$ cat config.mk
export PLATFORM = sky130hd
export DESIGN_NAME = inpkt_word_router
export DESIGN_NICKNAME = d
export VERILOG_FILES = /design/src/rtl/inpkt_word_router_pkg.sv /design/src/rtl/pkt_word_fifo2.sv /design/src/rtl/inpkt_word_router.sv
export SDC_FILE = /design/constraint.sdc
export NUM_CORES = 1
export LEC_CHECK = 0
export BUFFER_PORTS_ARGS = -buffer_cell sky130_fd_sc_hd__buf_2
export CORE_ASPECT_RATIO = 2
export CORE_MARGIN = 1
export CORE_UTILIZATION = 52
export DETAILED_ROUTE_END_ITERATION = 7
export GPL_ROUTABILITY_DRIVEN = 0
export MAX_ROUTING_LAYER = met4
export PLACE_DENSITY = 0.81
export RECOVER_POWER = 50
export SYNTH_ARGS = -nofsm -noshare
export SYNTH_HDL_FRONTEND = slang
export SYNTH_SLANG_ARGS = --single-unit
$ cat constraint.sdc
create_clock -name CLK -period 2.9 [get_ports CLK]
set_clock_uncertainty 0.15 [all_clocks]
set_input_delay 0.725 -clock CLK [delete_from_list [all_inputs] [get_ports CLK]]
set_output_delay 0.725 -clock CLK [all_outputs]
set_load 0.1 [all_outputs]
$ cat src/rtl/inpkt_word_router_pkg.sv
// ---------------------------------------------------------------------------
// inpkt_word_router_pkg
// Shared constants and sizing helpers for the input-packet word router and
// its tagged output queue.
//   PKT_ID_W    width of the packet id carried from the header parser
//   BYTE_W      width of one stream byte
//   pkt_msb(x)  index of the most significant set bit of x (x >= 1); the
//               byte-count tag is pkt_msb(bytes_per_word)+1 bits wide so it
//               can hold the full count 1..bytes_per_word
//   pkt_idx_w(n) width of a byte index counting 0..n-1 (at least 1 bit)
// ---------------------------------------------------------------------------
package inpkt_word_router_pkg;

  localparam int PKT_ID_W = 16;
  localparam int BYTE_W   = 8;

  function automatic int pkt_msb(input int x);
    return $clog2(x + 1) - 1;
  endfunction

  function automatic int pkt_idx_w(input int n);
    return (n > 1) ? $clog2(n) : 1;
  endfunction

endpackage

$ cat src/rtl/pkt_word_fifo2.sv
// ---------------------------------------------------------------------------
// pkt_word_fifo2
// Two-entry tagged FIFO. Each entry carries {word, type, id, last, bytes}.
// Entry 0 is always the head, so the head outputs come straight from a
// register. After the final pop the head register is left untouched, which
// keeps the last popped values visible on the outputs.
//
// Ports
//   CLK, RESET_N     clock, asynchronous active-low reset
//   push             write push_* into the tail (ignored while full)
//   push_word/type/id/last/bytes   entry to write
//   pop              drop the head entry (ignored while empty)
//   full, empty      registered occupancy flags (no path from push/pop)
//   head_word/type/id/last/bytes   current head entry
//
// Handshake: a push is taken on a rising edge when push=1 and full=0; a pop
// is taken when pop=1 and empty=0. Both may happen in the same cycle, in
// which case the occupancy is unchanged and order is preserved.
// ---------------------------------------------------------------------------
module pkt_word_fifo2
  import inpkt_word_router_pkg::*;
#(
  parameter int WORD_WIDTH = 16,
  parameter int TYPE_W     = 3,
  parameter int BYTES_W    = 2
) (
  input  logic                  CLK,
  input  logic                  RESET_N,
  input  logic                  push,
  input  logic [WORD_WIDTH-1:0] push_word,
  input  logic [TYPE_W-1:0]     push_type,
  input  logic [PKT_ID_W-1:0]   push_id,
  input  logic                  push_last,
  input  logic [BYTES_W-1:0]    push_bytes,
  input  logic                  pop,
  output logic                  full,
  output logic                  empty,
  output logic [WORD_WIDTH-1:0] head_word,
  output logic [TYPE_W-1:0]     head_type,
  output logic [PKT_ID_W-1:0]   head_id,
  output logic                  head_last,
  output logic [BYTES_W-1:0]    head_bytes
);

  localparam int ENT_W = WORD_WIDTH + TYPE_W + PKT_ID_W + 1 + BYTES_W;

  logic [ENT_W-1:0] ent0_q, ent1_q;
  logic [ENT_W-1:0] ent0_d, ent1_d;
  logic [ENT_W-1:0] push_ent;
  logic [1:0]       count_q, count_d;
  logic             full_q, empty_q;
  logic             do_push, do_pop;

  assign push_ent = {push_word, push_type, push_id, push_last, push_bytes};
  assign do_push  = push & ~full_q;
  assign do_pop   = pop & ~empty_q;

  always_comb begin
    ent0_d  = ent0_q;
    ent1_d  = ent1_q;
    count_d = count_q;
    unique case ({do_push, do_pop})
      2'b10: begin
        if (count_q == 2'd0) ent0_d = push_ent;
        else                 ent1_d = push_ent;
        count_d = count_q + 2'd1;
      end
      2'b01: begin
        // With one entry left the head register keeps its value so the
        // outputs retain the word that was just popped.
        if (count_q == 2'd2) ent0_d = ent1_q;
        count_d = count_q - 2'd1;
      end
      2'b11: begin
        // Both gates open means 0 < count < 2, i.e. exactly one entry.
        ent0_d = push_ent;
      end
      default: begin
        ent0_d = ent0_q;
      end
    endcase
  end

  always_ff @(posedge CLK or negedge RESET_N) begin
    if (!RESET_N) begin
      ent0_q  <= '0;
      ent1_q  <= '0;
      count_q <= 2'd0;
      full_q  <= 1'b0;
      empty_q <= 1'b1;
    end else begin
      ent0_q  <= ent0_d;
      ent1_q  <= ent1_d;
      count_q <= count_d;
      full_q  <= (count_d == 2'd2);
      empty_q <= (count_d == 2'd0);
    end
  end

  assign full  = full_q;
  assign empty = empty_q;
  assign {head_word, head_type, head_id, head_last, head_bytes} = ent0_q;

endmodule

$ cat src/rtl/inpkt_word_router.sv
// ---------------------------------------------------------------------------
// inpkt_word_router
// Packs the data bytes of the header parser's stream into WORD_WIDTH-bit
// little-endian words, tags each with type/id/last/byte-count, and queues
// them in a two-entry FIFO for the per-type consumers. Header and checksum
// bytes (pkt_data=0) are never forwarded.
//
// Ports
//   CLK, RESET_N     clock, asynchronous active-low reset
//   din, wr_en       byte stream shared with the header parser
//   pkt_data         current byte is packet data
//   pkt_end          current byte is the last data byte of the packet
//   pkt_type, pkt_id packet qualifiers, stable while data flows
//   pkt_err          parser error state (sticky upstream)
//   full             upstream must not assert wr_en while high
//   dout, dout_type, dout_id, dout_last, dout_bytes   head word and tags
//   empty            no word available
//   rd_en            pop head word (ignored when empty)
//   err              sticky: parser error seen or data byte offered while full
//
// Handshake: a data byte is taken on a rising edge when
// wr_en & pkt_data & ~full & ~err & ~pkt_err. A word is read by holding
// rd_en high for one edge while empty=0.
// ---------------------------------------------------------------------------
module inpkt_word_router
  import inpkt_word_router_pkg::*;
#(
  parameter int WORD_WIDTH   = 16,
  parameter int PKT_TYPE_MSB = 2
) (
  input  logic                                 CLK,
  input  logic                                 RESET_N,
  input  logic [BYTE_W-1:0]                    din,
  input  logic                                 wr_en,
  input  logic                                 pkt_data,
  input  logic                                 pkt_end,
  input  logic [PKT_TYPE_MSB:0]                pkt_type,
  input  logic [PKT_ID_W-1:0]                  pkt_id,
  input  logic                                 pkt_err,
  output logic                                 full,
  output logic [WORD_WIDTH-1:0]                dout,
  output logic [PKT_TYPE_MSB:0]                dout_type,
  output logic [PKT_ID_W-1:0]                  dout_id,
  output logic                                 dout_last,
  output logic [pkt_msb(WORD_WIDTH/8):0]       dout_bytes,
  output logic                                 empty,
  input  logic                                 rd_en,
  output logic                                 err
);

  localparam int NB = WORD_WIDTH / BYTE_W;
  localparam int IW = pkt_idx_w(NB);
  localparam int BW = pkt_msb(NB) + 1;
  localparam int TW = PKT_TYPE_MSB + 1;

  logic [IW-1:0]         idx_q;
  logic [WORD_WIDTH-1:0] asm_q;
  logic                  err_q;

  logic                  accept;
  logic                  at_last;
  logic                  commit;
  logic [WORD_WIDTH-1:0] merged_word;
  logic [BW-1:0]         commit_bytes;

  // Parser error in the same cycle wins over the byte: nothing is accepted.
  assign accept  = wr_en & pkt_data & ~full & ~err_q & ~pkt_err;
  assign at_last = (idx_q == IW'(NB - 1));
  assign commit  = accept & (at_last | pkt_end);

  // Bytes above idx_q in asm_q are always zero (cleared on each commit), so
  // OR-ing the new byte in also leaves any unfilled upper bytes at zero.
  assign merged_word  = asm_q | (WORD_WIDTH'(din) << {idx_q, 3'b000});
  assign commit_bytes = BW'(idx_q) + BW'(1);

  always_ff @(posedge CLK or negedge RESET_N) begin
    if (!RESET_N) begin
      idx_q <= '0;
      asm_q <= '0;
      err_q <= 1'b0;
    end else begin
      if (pkt_err | err_q) begin
        idx_q <= '0;
        asm_q <= '0;
      end else if (commit) begin
        idx_q <= '0;
        asm_q <= '0;
      end else if (accept) begin
        idx_q <= idx_q + IW'(1);
        asm_q <= merged_word;
      end
      if (pkt_err | (wr_en & pkt_data & full)) err_q <= 1'b1;
    end
  end

  pkt_word_fifo2 #(
    .WORD_WIDTH (WORD_WIDTH),
    .TYPE_W     (TW),
    .BYTES_W    (BW)
  ) u_fifo (
    .CLK        (CLK),
    .RESET_N    (RESET_N),
    .push       (commit),
    .push_word  (merged_word),
    .push_type  (pkt_type),
    .push_id    (pkt_id),
    .push_last  (pkt_end),
    .push_bytes (commit_bytes),
    .pop        (rd_en),
    .full       (full),
    .empty      (empty),
    .head_word  (dout),
    .head_type  (dout_type),
    .head_id    (dout_id),
    .head_last  (dout_last),
    .head_bytes (dout_bytes)
  );

  assign err = err_q;

endmodule

==> impl_summary.md <==
Pwr
The cell area power density is between 1000 and 1500 nW/um^2. The leakage power total is 2.52 nW. The proportion of total power due to net switching is 47.2%. The internal power summed over all cells is 0.00276 W. Per report_power, the combinational group accounts for 46.2% of the total. Of the total power, the clock network draws 20.8%.

The worst supply voltage drop on vdd is 1020 uV. The sequential share of power is 32.9%. For this design the total switching power over the nets is 0.00247 W.

Critical path
For the worst setup path, the data arrival time is 2650 ps. In this run the number of cells on the critical path is 10. STA puts the critical path data required time at 2970 ps. Traced cell by cell, the critical path runs through and3b_1 -> and2_0 -> o21ai_0 -> buf_4 -> inv_1 -> ha_1 -> nor2_1 -> a21oi_4 -> buf_12 -> mux2_2. In this design, the stage delay of the slowest critical-path cell is 420 ps.

Counting both buffers and inverters, the worst setup path holds a total of 3. The slowest stage cell on the critical path is dfrtp_2. The critical path's top delay family is simple AND/OR/NAND/NOR gates. The peak fanout along the critical path is 31. The kind of launch point of the worst setup path is a flop. STA classifies the critical path endpoint as a flop. The depth of the most critical reg-to-reg path is 10. The worst setup path is of the reg2reg kind.

Yosys
The top-area cell type share of the netlist area is between 50 and 60%. Counting every net in the synthesized netlist gives 373. Counting flops with a built-in enable in the synthesized netlist gives 0.

Yosys printed 0 warnings. The fraction of synthesized cell area in xor and xnor cells is 0.624%. The most repeated cell in the gate-level netlist after synthesis is dfrtp_1. The multiplexer share of the synthesized area is 22.6%. The largest family of logic cells by synthesized area is multiplexers. The mapped netlist covers 4210 um^2. The number of synthesized register bits is 98. The async set-or-reset flop fraction in the synthesized netlist is 100%. The biggest area contributor in the post-synthesis netlist is dfrtp_1. The complex-gate fraction of the synthesized area is 7.73%.

The mean instance size in the synthesized netlist is 12.5 um^2. After synthesis, the cell types taking the most area are dfrtp_1 (58%), mux2_2 (16%), mux2_4 (7.1%). The number of standard cells after synthesis is ~340. After synthesis, flip-flops and latches occupy 58.3% of the total area. The distinct cell type count after synthesis is 23. In the synthesized netlist the dominant register cell turns out to be dfrtp_1.

Counting instances in the post-synthesis netlist gives the leading cell types as dfrtp_1 (97), mux2_2 (58), nand2_1 (48). The fraction of the mapped netlist area in simple logic gates is 7.10%. Of the total synthesized cell area, the portion taken by full adders, half adders and majority gates is 0.892%.

Cells and area
The number of antenna diodes in the final layout is 0. The finished cells cover ~5000 um^2. The area added between synthesis and finish is 19.9%. Fill cells in the final layout number about 610. The fraction of layout instances using a drive strength above 1 is 42.9%. The final layout contains 456 nets.

Floorplanning
The height of the die is around 130 um. The initialized floorplan defines 46 standard-cell rows. The initial utilization of the core area, before any placement, comes to a little over half. The die is between 60 and 70 um wide. In this run the standard cell core region covers 7890 um^2. The total die area is 8480 um^2. During I/O placement, the number of pins put on the boundary was 75.

Place
In this run the cell area measured after placement is around 4800 um^2. Detailed placement ended at an HPWL of 5780 um. The quantity of I/O buffers inserted on ports is 74.

Drt
The first detailed-routing pass ran for 4 iterations. The wire length reported by the detailed router is 8250 um. The violation count after the first detailed-routing iteration is 190. For this block, wires on met1 add up to 3330 um. In this run the remaining antenna-violating nets after routing total 0. The top routing layer in use is met4.

For this run, design rule violations remaining after detail routing come to 0. The routed design uses 4490 um of met2 wire. The total number of vias is 2,780. The wire length per cell is 15.9 um. The average vias per placed instance is 5.35. The met3 wire length is 282 um.

Global routing
The first global-routing pass estimated ~14,000 um of wire. Entering global routing, the biggest net connects 47 pins. Summed over all layers, the global routing overflow is 0. For this run, the total global-route usage over all layers was measured as 22.4%.

The initial antenna violation count came to 0. The number of global-route vias before repair is around 3,000.

Min path
The cell count of the worst hold path is 2. The worst min-delay path category is reg2reg.

Clocking
The CTS clock-pin slew for the worst setup and hold paths is about 60 ps. Clock latency on the worst-skew pair, taken at its later pin, is 340 ps. The H-tree generated during clock tree synthesis spans 3 levels. The quantity of gates resized following cts is 0. The number of buffers inserted by hold repair at cts is 0. The total clock buffers created by CTS is 9. The clock tree from TritonCTS is done. Counting every sink on the clock net gives 98. The worst-case clock buffer depth is 2. The root buffer cell is clkbuf_16.

In this run the post-CTS setup repair buffer count came out at 0.

STA
Headroom to the max-slew limit came out at -41.4%. Setup repair after global routing left no endpoint under its margin. The measured slew at the worst slew-check pin is roughly 2100 ps.

The summed negative setup slack over all endpoints is 0 ps. The hold violation total from the final report is 0. The total count of max-transition violations in the final report is 38. The final hold slack is approximately 330 ps. The final critical path time including I/O delays and setup is 2570 ps.

After layout, the worst path uses between 80% and 90% of the clock period. The peak clock frequency supported by timing is 388 MHz. The number of failing setup endpoints in the final timing report is 0.

Run status
The final reports fail on capacitance limit, slew limit. The run finished, with violations left.

Run
The number of max-cap violations is 1.
[cells in the final DEF, fill, tap and decap left out, types with 2 or more instances in the layout]
cell,count
clkinvlp_4,4
clkbuf_1,6
mux2_4,20
xnor2_1,3
clkbuf_16,9
nand2_1,48
nor2b_1,9
buf_2,71
nor2_1,5
ha_1,2
mux2_2,58
dfrtp_1,96
inv_1,3
buf_12,4
o21ai_0,46
a21oi_1,17
buf_4,9
[metal layers]
layer / vias to the layer above / GRT usage [%]
met5: - / -
met1: 1394 / 26.1
met3: 9 / 5.02
li1: 1323 / -
met2: 54 / 36.9
met4: 0 / 8.70
[state kept, by name (all words and copies together), names as in the netlist]
signal	cells
asm_q	16
at_last	1
err	1
u_fifo.count_q	2
u_fifo.empty	1
u_fifo.ent0_q	38
u_fifo.ent1_q	38
u_fifo.full	1
[final timing paths]
kind	slack, ps	endpoint	from
hold / removal	330	u_fifo.ent1_q[25]	u_fifo.ent1_q[25]
setup / recovery	330	u_fifo.ent0_q[25]	u_fifo.full
min in group asynchronous	840	u_fifo.ent0_q[33]	RESET_N
setup reg to reg	330	u_fifo.ent0_q[25]	u_fifo.full
hold reg to reg	330	u_fifo.ent1_q[25]	u_fifo.ent1_q[25]
max in group asynchronous	530	u_fifo.ent1_q[17]	RESET_N
[cell type report]
type,instances,area (um^2),share of cell area [%]
multi-input combinational,217,1660,32.9
sequential,98,2450,48.6
clock inverter,6,43.8,0.868
tap,96,120,2.38
clock buffer,10,229,4.54
inverter,4,15.0,0.298
timing repair buffer,89,522,10.3
[power groups by stage]
stage	Sequential [W]	Clock (W)	Combinational [W]
3_5_place_dp	0.00174	0	0.00244
2_1_floorplan	0.00310	0	0.000655
3_3_place_gp	0.00174	0	0.00240
5_1_grt	0.00175	0.00116	0.00251
4_1_cts	0.00172	0.00111	0.00244
6_report	0.00172	0.00109	0.00242
[stage by stage]
step / power (W) / worst slack (ps) / utilization [%] / cells
6_report: 0.00523 / 326 / 64.0 / 520
5_1_grt: 0.00543 / 125 / 64.0 / 520
4_1_cts: 0.00528 / 313 / 64.2 / 520
3_5_place_dp: 0.00418 / -24.5 / 60.8 / 504
3_3_place_gp: 0.00414 / 57.9 / 60.8 / 504
2_1_floorplan: 0.00376 / 17.4 / - / 336
[worst min-delay path, stage by stage (launching register included)]
cell and delay, ps:
dfrtp_1 340, nand2_1 40, o21ai_0 60
[cells by family after synthesis]
| family | after synthesis |
|---|---|
| AOI/OAI and AO/OA | 65 |
| xor gates and xnor gates | 3 |
| adders and majority gates | 3 |
| buffers and inverters | 21 |
| DFF | 98 |
| muxes | 78 |
| and+or+nand+nor | 68 |
(Power assumes the default switching activity.)
